`config.mk`:
```
export PLATFORM = sky130hd
export DESIGN_NAME = db_key_extract
export DESIGN_NICKNAME = d
export VERILOG_FILES = /design/src/rtl/db_pkg.sv /design/src/rtl/db_keyx_stats.sv /design/src/rtl/db_key_extract.sv
export SDC_FILE = /design/constraint.sdc
export NUM_CORES = 1
export LEC_CHECK = 0
export CORE_MARGIN = 2
export CORE_UTILIZATION = 29
export CTS_CLUSTER_DIAMETER = 50
export CTS_CLUSTER_SIZE = 20
export DETAILED_ROUTE_END_ITERATION = 10
export PLACE_DENSITY = 0.65
export RECOVER_POWER = 50
export SLEW_MARGIN = 20
export SYNTH_ARGS = -nofsm -noshare
export SYNTH_HDL_FRONTEND = slang
export SYNTH_SLANG_ARGS = --single-unit
```
`constraint.sdc`:
```
create_clock -name clk -period 11.95 [get_ports clk]
set_input_delay 1.7925 -clock clk [delete_from_list [all_inputs] [get_ports clk]]
set_output_delay 1.7925 -clock clk [all_outputs]
set_load 0.1 [all_outputs]
```
`src/rtl/db_pkg.sv`:
```
// ---------------------------------------------------------------------------
// db_pkg
// Constants, codes and types shared by the DB pipeline blocks: the key
// extractor in front of the DB lookup stage and the DB controller.
//   - key/value widths
//   - protocol constants used when parsing the ingress frame
//   - op codes carried with a key, status codes reported by the DB
//   - state encoding of the key extractor parser
//   - beat_byte(): byte lane helper for the 64-bit ingress stream
// ---------------------------------------------------------------------------
package db_pkg;

    localparam int KEY_LEN  = 96;
    localparam int VAL_LEN  = 32;
    localparam int FLAG_LEN = 4;

    localparam logic [15:0] ETH_TYPE_IPV4 = 16'h0800;
    localparam logic [7:0]  IPV4_VER_IHL5 = 8'h45;
    localparam logic [7:0]  IP_PROTO_UDP  = 8'h11;

    // Op codes presented with a key to the DB controller.
    localparam logic [FLAG_LEN-1:0] OP_LOOKUP = 4'h1;
    localparam logic [FLAG_LEN-1:0] OP_INSERT = 4'h2;
    localparam logic [FLAG_LEN-1:0] OP_DELETE = 4'h3;

    // Status codes reported by the DB for a flow.
    typedef enum logic [2:0] {
        ST_NONE    = 3'd0,
        SUSPECTION = 3'd1,
        ARREST     = 3'd2,
        FILTERED   = 3'd3,
        EXPIRED    = 3'd4
    } db_status_t;

    // Parser states: S_Bn expects beat n of the frame, S_SKIP drains the
    // rest of a frame up to and including its tlast beat.
    typedef enum logic [2:0] {
        S_B0   = 3'd0,
        S_B1   = 3'd1,
        S_B2   = 3'd2,
        S_B3   = 3'd3,
        S_B4   = 3'd4,
        S_SKIP = 3'd5
    } keyx_state_t;

    // Byte lane idx of a beat; lane 0 is the first byte on the wire.
    function automatic logic [7:0] beat_byte(input logic [63:0] beat,
                                             input int unsigned idx);
        return beat[idx*8 +: 8];
    endfunction

endpackage

```
`src/rtl/db_keyx_stats.sv`:
```
// ---------------------------------------------------------------------------
// db_keyx_stats
// Saturating statistics counter bank of the key extractor. Each counter
// steps by one on its increment strobe and sticks at all-ones.
// Ports:
//   clk, rst        clock, asynchronous active-high reset (counters -> 0)
//   inc_keys        a key was loaded into the output slot
//   inc_ovf         a key was discarded because the slot was busy
//   inc_nokey       a frame finished parsing without producing a key
//   keys, drop_ovf, drop_nokey   counter values
// ---------------------------------------------------------------------------
module db_keyx_stats
    import db_pkg::*;
#(
    parameter int CNT_WIDTH = 32
) (
    input  logic                 clk,
    input  logic                 rst,
    input  logic                 inc_keys,
    input  logic                 inc_ovf,
    input  logic                 inc_nokey,
    output logic [CNT_WIDTH-1:0] keys,
    output logic [CNT_WIDTH-1:0] drop_ovf,
    output logic [CNT_WIDTH-1:0] drop_nokey
);

    localparam logic [CNT_WIDTH-1:0] ONE = {{(CNT_WIDTH-1){1'b0}}, 1'b1};

    always_ff @(posedge clk or posedge rst) begin
        if (rst) begin
            keys       <= '0;
            drop_ovf   <= '0;
            drop_nokey <= '0;
        end else begin
            if (inc_keys && (keys != '1)) begin
                keys <= keys + ONE;
            end
            if (inc_ovf && (drop_ovf != '1)) begin
                drop_ovf <= drop_ovf + ONE;
            end
            if (inc_nokey && (drop_nokey != '1)) begin
                drop_nokey <= drop_nokey + ONE;
            end
        end
    end

endmodule

```
`src/rtl/db_key_extract.sv`:
```
// ---------------------------------------------------------------------------
// db_key_extract
// Parses the 64-bit ingress stream from the MAC and extracts the 96-bit
// flow key {src_ip, dst_ip, dst_port, 16'h0} of IPv4 (IHL=5) UDP frames.
// Every other frame is consumed silently. Keys are offered to the DB
// controller through a single-entry output slot.
//
// Handshake: key_out/key_flag are valid while key_valid is high and hold
// steady until key_ready is seen high on a clock edge (transfer). A new key
// arriving while the slot is full and not transferring is dropped.
//
// Optional build macro DB_KEYX_STATS_EN: when defined, stat_* are
// saturating counters (db_keyx_stats); otherwise stat_* are tied to 0.
//
// Ports:
//   clk, rst           clock, asynchronous active-high reset
//   s_tdata/tkeep      ingress beat, byte 0 of the beat in [7:0]
//   s_tvalid, s_tlast  beat valid (always accepted), last beat of frame
//   key_out, key_flag  extracted key and op code (OP_LOOKUP)
//   key_valid          key available; key_ready: DB stage accepts it
//   stat_keys          keys loaded into the slot
//   stat_drop_ovf      keys lost because the slot was busy
//   stat_drop_nokey    frames that produced no key
// ---------------------------------------------------------------------------
module db_key_extract
    import db_pkg::*;
#(
    // Fixed layout: only 96 is legal.
    parameter int                   KEY_SIZE  = 96,
    parameter int                   FLAG_SIZE = 4,
    parameter logic [FLAG_SIZE-1:0] OP_LOOKUP = db_pkg::OP_LOOKUP,
    parameter int                   CNT_WIDTH = 32
) (
    input  logic                 clk,
    input  logic                 rst,
    input  logic [63:0]          s_tdata,
    input  logic [7:0]           s_tkeep,
    input  logic                 s_tvalid,
    input  logic                 s_tlast,
    output logic [KEY_SIZE-1:0]  key_out,
    output logic [FLAG_SIZE-1:0] key_flag,
    output logic                 key_valid,
    input  logic                 key_ready,
    output logic [CNT_WIDTH-1:0] stat_keys,
    output logic [CNT_WIDTH-1:0] stat_drop_ovf,
    output logic [CNT_WIDTH-1:0] stat_drop_nokey
);

    keyx_state_t        state;
    keyx_state_t        state_next;
    keyx_state_t        fail_state;

    logic [31:0]        src_ip;
    logic [15:0]        dst_ip_hi;
    logic               eth_ok;
    logic               proto_ok;
    logic               b3_ok;
    logic               b4_ok;
    logic               load;
    logic               load_accept;
    logic [KEY_LEN-1:0] key_new;

    // Per-beat checks; each covers the data and the keep bits of the bytes
    // that beat contributes.
    assign eth_ok   = (&s_tkeep[6:4])
                   && ({beat_byte(s_tdata, 4), beat_byte(s_tdata, 5)} == ETH_TYPE_IPV4)
                   && (beat_byte(s_tdata, 6) == IPV4_VER_IHL5);
    assign proto_ok = s_tkeep[7] && (beat_byte(s_tdata, 7) == IP_PROTO_UDP);
    assign b3_ok    = &s_tkeep[7:2];
    assign b4_ok    = &s_tkeep[5:0];

    // A rejected frame either ends here or is drained in S_SKIP.
    assign fail_state = s_tlast ? S_B0 : S_SKIP;

    // -----------------------------------------------------------------------
    // Parser FSM
    // -----------------------------------------------------------------------
    always_ff @(posedge clk or posedge rst) begin
        if (rst) begin
            state <= S_B0;
        end else begin
            state <= state_next;
        end
    end

    always_comb begin
        state_next = state;
        load       = 1'b0;
        if (s_tvalid) begin
            case (state)
                S_B0:    state_next = ((s_tkeep == 8'hFF) && !s_tlast) ? S_B1 : fail_state;
                S_B1:    state_next = (eth_ok && !s_tlast)   ? S_B2 : fail_state;
                S_B2:    state_next = (proto_ok && !s_tlast) ? S_B3 : fail_state;
                S_B3:    state_next = (b3_ok && !s_tlast)    ? S_B4 : fail_state;
                S_B4: begin
                    load       = b4_ok;
                    state_next = fail_state;
                end
                S_SKIP:  state_next = s_tlast ? S_B0 : S_SKIP;
                default: state_next = S_B0;
            endcase
        end
    end

    // Beat 3 carries src IP (bytes 26-29) and the upper half of dst IP
    // (bytes 30-31); the rest of the key comes straight from beat 4.
    always_ff @(posedge clk or posedge rst) begin
        if (rst) begin
            src_ip    <= '0;
            dst_ip_hi <= '0;
        end else if (s_tvalid && (state == S_B3)) begin
            src_ip    <= {beat_byte(s_tdata, 2), beat_byte(s_tdata, 3),
                          beat_byte(s_tdata, 4), beat_byte(s_tdata, 5)};
            dst_ip_hi <= {beat_byte(s_tdata, 6), beat_byte(s_tdata, 7)};
        end
    end

    assign key_new = {src_ip, dst_ip_hi,
                      beat_byte(s_tdata, 0), beat_byte(s_tdata, 1),
                      beat_byte(s_tdata, 4), beat_byte(s_tdata, 5),
                      16'h0000};

    // -----------------------------------------------------------------------
    // Output slot. A load is taken when the slot is empty or is being
    // emptied in the same cycle, so back-to-back keys keep key_valid high.
    // -----------------------------------------------------------------------
    assign load_accept = load && (!key_valid || key_ready);

    always_ff @(posedge clk or posedge rst) begin
        if (rst) begin
            key_valid <= 1'b0;
            key_out   <= '0;
            key_flag  <= '0;
        end else if (load_accept) begin
            key_valid <= 1'b1;
            key_out   <= key_new;
            key_flag  <= OP_LOOKUP;
        end else if (key_valid && key_ready) begin
            key_valid <= 1'b0;
        end
    end

    // -----------------------------------------------------------------------
    // Statistics
    // -----------------------------------------------------------------------
`ifdef DB_KEYX_STATS_EN
    logic load_drop;
    logic frame_nokey;

    assign load_drop = load && key_valid && !key_ready;

    // A frame is rejected on the beat where a parsing state leaves the
    // S_B0..S_B4 chain without loading; afterwards it is drained in S_SKIP,
    // so this fires once per rejected frame.
    assign frame_nokey = s_tvalid && (state != S_SKIP) && !load
                      && ((state_next == S_SKIP) || (state_next == S_B0));

    db_keyx_stats #(
        .CNT_WIDTH (CNT_WIDTH)
    ) u_stats (
        .clk        (clk),
        .rst        (rst),
        .inc_keys   (load_accept),
        .inc_ovf    (load_drop),
        .inc_nokey  (frame_nokey),
        .keys       (stat_keys),
        .drop_ovf   (stat_drop_ovf),
        .drop_nokey (stat_drop_nokey)
    );
`else
    assign stat_keys       = '0;
    assign stat_drop_ovf   = '0;
    assign stat_drop_nokey = '0;
`endif

endmodule

```
* After elaboration in Yosys (flattened, before gate mapping) *
Index checks and enable logic that the tools add are counted.

storage, ports and cells
  register bits after elaboration = 133
  input bits = 77

cells by class
  equality and inequality tests = 9
  muxes and demuxes = 10
  reductions and logical operators = 19

operator list
  operator              number
  $eq 16x12->1 const B  1
  $mux 3                5
  $pmux 3 s5            1
  $reduce_and 6->1      2
  $logic_and 1x1->1     10
  $eq 8x5->1 const B    1
  $eq 8x7->1 const B    1
  $eq 8x8->1 const B    1
  $eq 3x2->1 const B    2
  $eq 3x3->1 const B    2
  $mux 1                4
  $eq 3x1->1 const B    1
  $logic_not 3->1       1
  $reduce_and 3->1      1
  $logic_not 1->1       2
  $reduce_bool 2->1     1
  $reduce_or 2->1       1
  $logic_or 1x1->1      1

* Depth between registers and ports, before layout *
Gate-level depths: netlist (run 1).

  depth after elaboration = 6
  gate-level depth with buffers = 6
  gate-level depth less buffers = 4

* Worst setup path after synthesis (run 1) *
OpenSTA, ideal clock, no wires.

  path type = input -> register
  from = input s_tkeep[1]
  to = register key_out[29]
  library setup time = 126 ps
  arrival time = 3,231 ps
  data required time = 11,824 ps
  setup slack = 8,593 ps
  cell stages on the path = 5
  cells stage by stage = nand4_1 or4b_4 a21oi_4 buf_6 mux2_4

between the ends
  cells in the longest elaborated chain, start to end = 4

ends and longest elaborated chain
  element               RTL line               source
  start, declared       db_key_extract.sv:37   input logic [7:0] s_tkeep,
  $reduce_and 6->1      db_key_extract.sv:70   assign b4_ok = &s_tkeep[5:0];
  $mux 1                db_key_extract.sv:90   case (state)
  $mux 1                db_key_extract.sv:89   if (s_tvalid) begin
  $logic_and 1x1->1     db_key_extract.sv:127  assign load_accept = load && (!key_valid || key_ready);
  end signal, assigned  db_key_extract.sv:136  key_out <= key_new;
  end, declared         db_key_extract.sv:40   output logic [KEY_SIZE-1:0] key_out,

No other way between the ends.
A chain may end at the register's enable or synchronous reset.

==> results.py, run 1 <==
metrics = {
    "run_status": {
        "outcome": "finished, violations left",
        "violations": "max-capacitance violations, max-slew violations",
    },
    "worst_setup_path": {
        "crit_path_end_kind": "asynchronous set/reset pin",
        "critical_path.max_fanout": 82,
        "reg2reg_slack_ps": 8580,
        "path_buf_inv": 3,
        "cp-start-kind": "input port",
        "r2r-start": "state[0]",
        "slowest_delay_ps": 2050,
        "path_cells": "dlygate4sd3_1 > clkinvlp_2 > clkbuf_1",
        "worst_ep_arrival_time_ps": 6440,
        "reg2reg_depth": 5,
        "crit_required_ps": 11880,
        "critPathKind": "in2async",
        "crit_slowest_cell": "clkbuf_1",
        "path_delay_family": "buffers and inverters",
        "rr_endpoint": "key_out[74]",
    },
    "cts": {
        "clock-root-buffer": "clkbuf_16",
        "clk_pin_slew_ps": 60,
        "cts.sinks": 133,
        "h-tree-depth": 4,
        "postCtsHoldBufs": 0,
        "clk_latency_ps": 410,
        "cts_tree": "built",
        "cts_resized": 0,
        "cts_buffers": 17,
        "cts_setup_buffers": 0,
        "clock_path_buffers": 2,
    },
    "floorplan": {
        "core_area_um2": 20900,
        "start_util_pct": 29.3,
        "fp.dieH_um": 149,
        "die_area_um2": 22300,
        "io_pins": 274,
        "rows": 53,
        "die_w_um": 149,
    },
    "routing": {
        "vias": 3532,
        "drt_wl_total_mm": 12.4,
        "firstDrtPassIters": 4,
        "avgViaCountPerCell": 3.97,
        "drt_iter0_drc": 75,
        "wire_per_inst_um": 14.0,
        "remaining_drc_errors": 0,
        "detail-route-antenna-nets": 0,
    },
    "min_path": {
        "holdPathStages": 1,
        "hold_path_class": "reg2reg",
        "min_to": "key_flag[0]",
        "hold_start": "key_flag[0]",
    },
    "place": {
        "globalplace.congestion": 0.761,
        "numPortBuffers": 158,
        "dp.final_hpwl_mm": 8.57,
        "dp.cells": 857,
    },
    "yosys": {
        "ys_ff_latch": 133,
        "seq_area_frac_synth_pct": 54.4,
        "synth_edf_count": 0,
        "synthFlopType": "dfrtp_1",
        "synthArstFlopShare_pct": 100,
        "yosysWarnings": 0,
        "syn-cell-area_um2": 6120,
        "syn_inst": 436,
        "synth.distinct_cells": 32,
        "avgSynthCellArea_um2": 14.0,
    },
    "final_layout": {
        "diodes": 0,
        "areaGrowthSynthToFinish_pct": 32.5,
        "fillCellCount": 2014,
        "stdcell_count": 889,
        "nets": 678,
        "drive_gt1_share_pct": 26.9,
    },
    "global_routing": {
        "gr-total-overflow": 0,
        "antenna_found_initial": 0,
        "grt_pass1_wl_mm": 19.7,
        "grt_start_max_net_pins": 83,
        "grt_pass1_vias": 3561,
        "grtUsageTotal_pct": 11.6,
    },
    "sta": {
        "setup_violations": 0,
        "tns_ps": 0,
        "worst_slew_pin_slew_ps": 3620,
        "timing.final.hold_violations": 0,
        "finClkSkew_ps": 4.65,
        "fmax_ghz": 0.154,
        "grt_setup_unrepaired": "no",
        "whs_ps": 463,
        "fin_crit_sh_pct": 54.5,
        "max_slew_margin_pct": -143,
        "drv_slew": 206,
        "post-route-min-period_ps": 6510,
    },
    "power_and_ir_drop": {
        "p_leak_nw": 3.89,
        "powerDensity_nw_per_um2": 164,
        "irDropWorstVdd_uv": 82.9,
    },
    "flow_run": {
        "max-cap-violations": 4,
    },
}
## final cells by class
type / instances / area (um2) / share of cell area, %
clock buffers: 19 / 453 / 5.58
clock inverters: 13 / 145 / 1.79
inverters: 5 / 20.0 / 0.247
multi-input cells: 282 / 2220 / 27.4
flip-flops and latches: 133 / 3330 / 41.0
well taps: 275 / 344 / 4.24
repair buffers: 162 / 1600 / 19.7
## metal layers
layer	share of wire, %	track usage [%]	vias to the layer above
met1	44	14.8	1768
met3	6.3	3.76	9
met2	49	18.4	146
met4	0.86	4.29	0
met5	0	0	-
li1	-	-	1609
## report_power, final
part	total [mW]	internal, mW	switching, mW
logic	0.325	0.0592	0.266
clock network	0.525	0.321	0.204
registers	0.484	0.471	0.0130
## worst max path at each step
stage,slack [ps],depth (start not counted),endpoint,start
global route,4240,3,key_out[75],rst
CTS,8090,6,key_out[58],s_tvalid
global placement,7680,6,key_out[80],s_tvalid
detailed placement,7640,6,key_out[90],s_tvalid
floorplan,6600,1,dst_ip_hi[0],rst
finish,5440,3,key_out[76],rst
## sequential cells by signal, indices dropped and copies added, names as in the netlist
name,flops
src_ip,32
key_valid,1
key_out,80
state,3
key_flag,1
dst_ip_hi,16
## through the flow
| stage | utilization, % | setup WS (ps) | total power, mW | cell area, um2 |
|---|---|---|---|---|
| after floorplan | - | 6600 | 0.787 | 6550 |
| after global placement | 36.0 | 7680 | 0.817 | 7530 |
| after detailed placement | 36.0 | 7640 | 0.819 | 7530 |
| after CTS | 38.9 | 8090 | 1.36 | 8130 |
| final | 38.8 | 5440 | 1.33 | 8110 |
| after global routing | 38.8 | 4240 | 1.39 | 8110 |
## placed cells by master (no fill, tap or decap), types with 2 or more instances in the layout
master / count
nor4_1: 5
clkbuf_16: 17
inv_6: 4
dfrtp_1: 133
mux2_2: 108
nor3_1: 2
nand2_1: 3
mux2_4: 19
clkinv_4: 4
clkinv_2: 3
clkbuf_8: 2
dlygate4sd3_1: 3
o21ai_0: 4
nand4_1: 4
or4_1: 2
nor4b_1: 4
clkdlybuf4s50_1: 155
bufinv_16: 2
clkbuf_1: 3
or3_1: 2
conb_1: 115
inv_1: 4
## cell usage after synthesis (2+ instances only)
| library cell | instances | area share [%] |
|---|---|---|
| clkbuf_1 | 2 | 0.12 |
| inv_1 | 5 | 0.31 |
| nor4b_1 | 4 | 0.57 |
| or3_1 | 2 | 0.20 |
| mux2_2 | 108 | 20 |
| buf_6 | 8 | 1.5 |
| buf_1 | 2 | 0.12 |
| nor3_1 | 2 | 0.16 |
| or4_1 | 2 | 0.25 |
| buf_2 | 3 | 0.25 |
| mux2_4 | 19 | 4.7 |
| nand4_1 | 4 | 0.41 |
| nand2_1 | 3 | 0.18 |
| nor4_1 | 5 | 0.51 |
| buf_4 | 115 | 14 |
| dfrtp_1 | 133 | 54 |
| o21ai_0 | 4 | 0.33 |
## cells by family after synthesis
kind of cell,after synthesis,synth area share (%)
buffers and inverters,135,16.4
and+or+nand+nor,27,3.00
other,1,0.0612
AOI/OAI and AO/OA,12,1.51
DFF,133,54.4
muxes,128,24.7
Power figures use the tool's default switching activity.
==> run 2, diff against run 1 <==
clock period = 6.5 ns   (was 11.95 ns; I/O delays follow)
==> run 2 against run 1 <==
Effect of this change:
- the flow still finishes with violations (max-capacitance violations, max-slew violations)
- clock power up 76%
- first-iteration DRC count rose by 6.7%
- sequential cell count is the same
- non-clock buffer count stayed put
- via count about the same
- worst hold slack improved by 6.3 ps
- power rose by 81%
- final area is essentially flat
- global-route usage is 0.26 points lower
- largest cell class unchanged
==> results.py, run 2 (synthesis gave the netlist of run 1 again) <==
metrics = {
    "global_routing": {
        "grt_start_max_net_pins": 85,
        "gr-total-overflow": 0,
        "grtUsageTotal_pct": 11.4,
        "antenna_found_initial": 0,
        "grt_pass1_wl_mm": 19.3,
        "grt_pass1_vias": 3508,
    },
    "floorplan": {
        "die_area_um2": 22300,
        "die_w_um": 149,
        "core_area_um2": 20900,
        "start_util_pct": 29.3,
        "rows": 53,
        "fp.dieH_um": 149,
        "io_pins": 274,
    },
    "worst_setup_path": {
        "critPathKind": "in2reg",
        "worst_ep_arrival_time_ps": 4430,
        "critical_path.max_fanout": 48,
        "crit_required_ps": 6780,
        "path_delay_family": "buffers and inverters",
        "crit_path_end_kind": "flip-flop",
        "crit_slowest_cell": "clkbuf_1",
        "path_buf_inv": 2,
        "cp-start-kind": "input port",
        "slowest_delay_ps": 2100,
        "path_cells": "dlygate4sd3_1 > nand2_1 > or3_2 > clkbuf_1 > mux2_2",
    },
    "sta": {
        "max_slew_margin_pct": -148,
        "tns_ps": 0,
        "finClkSkew_ps": 5.88,
        "fin_crit_sh_pct": 63.9,
        "fmax_ghz": 0.241,
        "worst_slew_pin_slew_ps": 3700,
        "grt_setup_unrepaired": "no",
        "timing.final.hold_violations": 0,
        "worst_slack_ps": 2350,
        "setup_violations": 0,
        "post-route-min-period_ps": 4150,
        "drv_slew": 134,
    },
    "final_layout": {
        "nets": 678,
        "post-route-util_pct": 38.9,
        "final_cell_mix": "156 x clkdlybuf4s50_1, 133 x dfrtp_1, 115 x conb_1",
        "regMostFlops": "key_out",
        "layout_commonest_cell": "clkdlybuf4s50_1",
        "drive_gt1_share_pct": 26.9,
        "largest_reg_flops": 80,
        "reg_top3": "key_out (80), src_ip (32), dst_ip_hi (16)",
        "areaGrowthSynthToFinish_pct": 32.6,
        "diodes": 0,
    },
    "routing": {
        "vias": 3533,
        "avgViaCountPerCell": 3.97,
        "drt_wl_total_mm": 12.2,
        "remaining_drc_errors": 0,
        "route.met2.wl_mm": 5.72,
        "wire_per_inst_um": 13.7,
        "drt-met1-wl_mm": 5.43,
        "firstDrtPassIters": 4,
        "drt_iter0_drc": 80,
        "route.met3.wl_um": 840,
        "detail-route-antenna-nets": 0,
        "top_layer": "met4",
    },
    "cts": {
        "h-tree-depth": 4,
        "cts_setup_buffers": 0,
        "clock_path_buffers": 2,
        "clk_pin_slew_ps": 50,
        "clk_latency_ps": 410,
        "cts_buffers": 17,
        "cts_tree": "built",
        "clock-root-buffer": "clkbuf_16",
        "cts.sinks": 133,
        "cts_resized": 0,
        "postCtsHoldBufs": 0,
    },
    "power_and_ir_drop": {
        "p_leak_nw": 3.89,
        "powerDensity_nw_per_um2": 297,
        "power_mw": 2.41,
        "irDropWorstVdd_uv": 156,
    },
    "place": {
        "numPortBuffers": 158,
        "place_ws_ps": 2500,
        "dp.final_hpwl_mm": 8.50,
        "globalplace.congestion": 0.780,
    },
    "run_status": {
        "outcome": "finished, violations left",
        "violations": "max-capacitance violations, max-slew violations",
    },
    "flow_run": {
        "max-cap-violations": 2,
    },
    "min_path": {
        "hold_path_class": "reg2reg",
    },
}
-- run 2: final cells by class --
class	instances	area [um2]
repair buffers	162	1640
clock inverters	8	72.6
well taps	275	344
multi-input cells	282	2210
clock buffers	24	502
inverters	5	20.0
flip-flops and latches	133	3330
fillers	2036	12800
-- run 2: final timing paths --
| check | startpoint | slack [ps] | cells after the start | end |
|---|---|---|---|---|
| setup / recovery | s_tvalid | 2350 | 5 | src_ip[22] |
| hold / removal | key_flag[0] | 470 | 1 | key_flag[0] |
| setup reg to reg | state[0] | 3080 | 4 | src_ip[22] |
| hold reg to reg | key_flag[0] | 470 | 1 | key_flag[0] |
| max in group asynchronous | rst | 2550 | 3 | key_out[59] |
| min in group asynchronous | rst | 2110 | 2 | key_out[41] |
-- run 2: where the power goes --
part	total (mW)	internal [mW]	switching [mW]
clock network	0.922	0.574	0.348
registers	0.890	0.866	0.0244
logic	0.598	0.109	0.489
-- run 2: metal layers --
metal	GRT usage (%)	vias up
li1	-	1607
met2	17.6	145
met3	4.46	18
met5	0	-
met1	14.3	1763
met4	4.29	0
-- run 2: stage by stage --
stage	cells	instance area [um2]	hold WS, ps
2_1_floorplan	550	6550	459
3_3_place_gp	856	7530	452
3_5_place_dp	856	7530	459
4_1_cts	888	8110	473
5_1_grt	889	8120	485
6_report	889	8120	469
